==> src/rtl/fetchq_pkg.sv <==
// fetchq_pkg: shared widths, NOP encoding and entry type for the fetch queue.
package fetchq_pkg;
    localparam int ADDR_W_DEF = 32;
    localparam int INSTR_W_DEF = 32;
    localparam logic [INSTR_W_DEF-1:0] NOP_INSTR = '0;
    typedef struct packed {
        logic [ADDR_W_DEF-1:0] pc;
        logic [INSTR_W_DEF-1:0] instr;
    } fetch_entry_t;
endpackage

==> src/rtl/fetchq_mem.sv <==
// fetchq_mem: DEPTH x W register array, one write port, asynchronous read, no reset.
module fetchq_mem #(
    parameter int DEPTH = 4,
    parameter int W = 64,
    parameter int AW = $clog2(DEPTH)
) (
    input  logic          clk,
    input  logic          we,
    input  logic [AW-1:0] waddr,
    input  logic [W-1:0]  wdata,
    input  logic [AW-1:0] raddr,
    output logic [W-1:0]  rdata
);
    logic [W-1:0] mem_q [DEPTH];
    always_ff @(posedge clk) begin
        if (we) mem_q[waddr] <= wdata;
    end
    assign rdata = mem_q[raddr];
endmodule

==> src/rtl/if_fetch_queue.sv <==
// if_fetch_queue: fall-through FIFO between fetch and decode, flushed on taken branch.
// Define FETCHQ_STATS_EN to add the saturating discard_count output.
module if_fetch_queue
    import fetchq_pkg::*;
#(
    parameter int ADDR_W = ADDR_W_DEF,
    parameter int INSTR_W = INSTR_W_DEF,
    parameter int DEPTH = 4
) (
    input  logic                     clk,
    input  logic                     rst,
    input  logic                     in_valid,
    input  logic [ADDR_W-1:0]        in_pc,
    input  logic [INSTR_W-1:0]       in_instr,
    output logic                     in_freeze,
    input  logic                     flush,
    output logic                     out_valid,
    output logic [ADDR_W-1:0]        out_pc,
    output logic [INSTR_W-1:0]       out_instr,
    input  logic                     out_ready,
    output logic [$clog2(DEPTH):0]   count
`ifdef FETCHQ_STATS_EN
    ,
    output logic [15:0]              discard_count
`endif
);
    localparam int AW = $clog2(DEPTH);
    localparam int CW = AW + 1;
    localparam int W = ADDR_W + INSTR_W;

    logic [AW-1:0] rd_ptr_q, rd_ptr_d, wr_ptr_q, wr_ptr_d;
    logic [CW-1:0] count_q, count_d;
    logic [W-1:0]  rdata;
    logic          full, empty, push, pop;

    assign full = count_q == CW'(DEPTH);
    assign empty = count_q == '0;
    // Full is taken from the registered count, so a same-cycle pop never frees a slot for push.
    assign push = in_valid && !full && !flush;
    assign pop = !empty && out_ready && !flush;

    always_comb begin
        rd_ptr_d = flush ? '0 : rd_ptr_q + AW'(pop);
        wr_ptr_d = flush ? '0 : wr_ptr_q + AW'(push);
        count_d = flush ? '0 : count_q + CW'(push) - CW'(pop);
    end

    always_ff @(posedge clk or negedge rst) begin
        if (!rst) begin
            rd_ptr_q <= '0;
            wr_ptr_q <= '0;
            count_q <= '0;
        end else begin
            rd_ptr_q <= rd_ptr_d;
            wr_ptr_q <= wr_ptr_d;
            count_q <= count_d;
        end
    end

    fetchq_mem #(.DEPTH(DEPTH), .W(W)) u_mem (
        .clk(clk),
        .we(push),
        .waddr(wr_ptr_q),
        .wdata({in_pc, in_instr}),
        .raddr(rd_ptr_q),
        .rdata(rdata)
    );

    assign out_valid = !empty;
    assign out_pc = empty ? '0 : rdata[W-1:INSTR_W];
    assign out_instr = empty ? INSTR_W'(NOP_INSTR) : rdata[INSTR_W-1:0];
    assign in_freeze = full;
    assign count = count_q;

`ifdef FETCHQ_STATS_EN
    logic [15:0] discard_q, discard_d;
    logic [16:0] discard_sum;
    assign discard_sum = {1'b0, discard_q} + 17'(count_q) + 17'(in_valid);
    always_comb begin
        discard_d = !flush ? discard_q : discard_sum[16] ? 16'hFFFF : discard_sum[15:0];
    end
    always_ff @(posedge clk or negedge rst) begin
        if (!rst) discard_q <= '0;
        else discard_q <= discard_d;
    end
    assign discard_count = discard_q;
`endif
endmodule

==> config.mk <==
export PLATFORM = sky130hd
export DESIGN_NAME = if_fetch_queue
export DESIGN_NICKNAME = d
export VERILOG_FILES = /design/src/rtl/fetchq_pkg.sv /design/src/rtl/fetchq_mem.sv /design/src/rtl/if_fetch_queue.sv
export SDC_FILE = /design/constraint.sdc
export NUM_CORES = 1
export LEC_CHECK = 0
export BUFFER_PORTS_ARGS = -buffer_cell sky130_fd_sc_hd__buf_2
export CAP_MARGIN = 20
export CORE_MARGIN = 4
export CORE_UTILIZATION = 50
export CTS_CLUSTER_SIZE = 28
export DETAILED_ROUTE_END_ITERATION = 12
export PLACE_DENSITY = 0.82
export SLEW_MARGIN = 30
export SYNTH_ARGS = -nofsm -noshare
export SYNTH_HDL_FRONTEND = slang
export SYNTH_HIERARCHICAL = 1
export SYNTH_SLANG_ARGS = --single-unit
==> constraint.sdc <==
create_clock -name clk -period 6.69 [get_ports clk]
set_input_delay 1.6725 -clock clk [delete_from_list [all_inputs] [get_ports clk]]
set_output_delay 1.6725 -clock clk [all_outputs]
set_load 0.01 [all_outputs]
==> impl_metrics.yaml <==
floorplanning:
  core.rowCount: 52
  initial_core_util_pct: 50.69
  pin_count: 138
  die_w_um: 151
  die_area_um2: 22800
  coreArea_um2: 20170
  die_h_um: 151
grt:
  grt_pass1_wl_um: 28590
  antenna_found_initial: 2
  overflow: 0
  grt_pass1_vias: 5215
  grt_max_degree: 67
  use_met3_pct: 3.680
  grtUsageTotal_pct: 16.38
  use_met1_pct: 22.37
  grt_util_met2_pct: 27.66
  busiest_layer: "met2"
final_layout:
  final_cell_area_um2: 12130
  final_nets: 670
  drive_gt1_share_pct: 41.59
  fin_cells: 888
  final_cell_mix: "edfxtp_1 (256), buf_2 (137), and2_1 (64)"
  syn2layout_area_growth_pct: 18.59
  antennaDiodeCount: 0
  final_common_cell: "edfxtp_1"
sta:
  rsz0062_at_grt: "false"
  finalClockSkew_ns: 0.01186
  tns_ns: 0
  report.final.slew_viol_count: 0
  fin_crit_ns: 4.645
  tightest_slew_ns: 0.8390
  holdWs_ns: 0.6981
  min_period_over_period_pct: 69.43
  fmax_mhz: 215.3
  relSlewSlack_pct: 44.07
  worst_slack_ns: 2.045
  setup_violations: 0
  hold_viol_final: 0
place:
  portBuffers: 137
  post_dp_cell_area_um2: 11170
  post-place-ws_ns: 2.443
  place_hpwl_um: 11000
  gp_congestion: 0.7172
  placedCellCount: 838
routing:
  route.detailed.drc: 0
  ant_nets: 0
  num_vias: 4816
  wl_um: 18620
  avgViaCountPerCell: 5.423
  wl_per_cell_um: 20.97
  dr.pass1.iters: 4
  drt-initial-drc-count: 289
pwr:
  power_leakage_nw: 4.199
  powerDensity_nw_per_um2: 356.9
  ir_worst_vdd_mv: 0.2318
worst_setup_path:
  r2r_cells: 5
  critPathCaptureType: "output port"
  crit_chain: "buf_4 > mux4_1 > and2_1 > buf_2"
  critPathArrivalTime_ns: 2.97
  path_buf_inv: 2
  cp.required_ns: 5.02
  critPathMaxStageDelay_ns: 0.97
  timing.rr.start: "count[1]$_DFF_PN0_"
  worstSetupPathType: "flip-flop to output port"
  critPathSlowestCell: "dfrtp_4"
  rrSetupSlack_ns: 4.03
  path_max_fanout: 43
  r2r_end: "u_mem/mem_q[0][52]$_DFFE_PP_"
  worst_path_dominant_cell_family: "flip-flops"
  crit_path_start_kind: "flip-flop"
clock_network:
  cts_sinks: 263
  clk_pin_slew_ns: 0.06
  ctsResizeCount: 0
  cts_max_path_buffers: 3
  hold_buffers: 0
  clock_latency_ns: 0.51
  cts_root_buf: "clkbuf_16"
  cts_tree: "done"
  cts_buffers: 27
  postCtsSetupBuffers: 0
  htreeDepth: 1
synthesis:
  postSynthCellCount: 446
  ys_warn_count: 6
  seq_area_frac_synth_pct: 76.90
  syn_area_per_cell_um2: 22.93
  syn_nets: 518
  synth-seq-cells: 263
  yosys.cell_types.count: 29
  syn-cell-area_um2: 10220
hold_path:
  whs_path_depth: 2
  hp-class: "flip-flop to flip-flop"
  holdPathEnd: "wr_ptr_q[1]$_DFF_PN0_"
  worstHoldStart: "wr_ptr_q[1]$_DFF_PN0_"
flow_run:
  drv_cap: 0
outcome:
  status: "finished clean"
==> layer usage <==
layer / vias up / wire length (um)
li1: 2128 / -
met5: - / 34
met2: 166 / 9505
met1: 2493 / 7676
met4: 4 / 218
met3: 25 / 1182
==> power by group <==
| part | switching (mW) | total (mW) | leakage [nW] | internal (mW) |
|---|---|---|---|---|
| sequential | 0.0797 | 1.97 | 2.41 | 1.89 |
| clock | 0.581 | 1.55 | 0.450 | 0.964 |
| combinational | 0.401 | 0.817 | 1.33 | 0.415 |
==> synthesized netlist by cell type <==
master       n  area, um^2
edfxtp_1   256        7687
and2_1      64       400.4
mux4_2      60        1351
buf_6        7       78.83
dfrtp_1      7       175.2
nor2_1       7       26.28
buf_12       6       120.1
buf_2        6       30.03
mux4_1       4       105.1
nor2b_1      4       25.02
and3b_1      2       17.52
clkbuf_1     2       7.510
ha_1         2       25.02
inv_1        2       7.510
mux2_2       2       22.52
nor3b_1      2       15.01
a2111oi_0    1       8.760
a211oi_1     1       7.510
and3_1       1       6.260
clkbuf_2     1       5.000
fa_1         1       20.02
mux2i_1      1       10.01
o211a_1      1       10.01
o311ai_0     1       8.760
o31ai_1      1       7.510
or3_1        1       6.260
or3b_2       1       8.760
xnor2_1      1       8.760
xnor3_1      1       22.52
==> cell families after synthesis <==
logic type | synth area share, %
adder cells (fa/ha/maj) | 0.4405
AO/OA/AOI/OAI | 0.4161
multiplexers | 14.56
flip-flops | 76.90
XOR/XNOR | 0.3059
buffers and inverters | 2.435
AND/OR/NAND/NOR | 4.944
==> worst reg2reg max path, cell delays in order, from the launching register on <==
cell and delay (ns):
dfrtp_1 0.53, or3b_2 0.21, inv_1 0.06, nor3b_1 0.58, nor3b_4 0.30, buf_6 0.58
==> sequential cells by signal, summed over array words and instances, names as in the netlist <==
signal,count
u_mem/mem_q,256
wr_ptr_q,2
count,3
rd_ptr_q,2
==> final cells by class <==
class / instances / area (um^2)
fill: 1452 / 8044
timing repair buffer: 145 / 832.0
clock inverter: 15 / 203.9
multi-input combinational: 159 / 2142
sequential: 263 / 7870
clock buffer: 34 / 732.0
inverter: 2 / 7.507
tap: 270 / 337.8
==> worst max-delay path by stage <==
| stage | slack (ns) | endpoint | cells after the start | startpoint |
|---|---|---|---|---|
| after CTS | 1.89 | out_instr[0] | 4 | rd_ptr_q[0]$_DFF_PN0_ |
| after detailed placement | 2.44 | out_instr[0] | 4 | rd_ptr_q[0]$_DFF_PN0_ |
| after global placement | 2.45 | out_instr[1] | 4 | rd_ptr_q[0]$_DFF_PN0_ |
| after floorplan | 1.45 | u_mem/mem_q[0][0]$_DFFE_PP_ | 3 | flush |
| after global routing | 1.77 | out_instr[0] | 4 | rd_ptr_q[0]$_DFF_PN0_ |
| final | 2.05 | out_instr[0] | 4 | rd_ptr_q[0]$_DFF_PN0_ |
==> through the flow <==
stage | util, % | power [mW]
after global routing | 60.12 | 4.527
after detailed placement | 55.36 | 2.841
after global placement | 54.81 | 2.811
after floorplan | - | 2.604
after CTS | 60.00 | 4.386
final | 60.12 | 4.328
No activity file was read; power rests on OpenSTA's default activity.
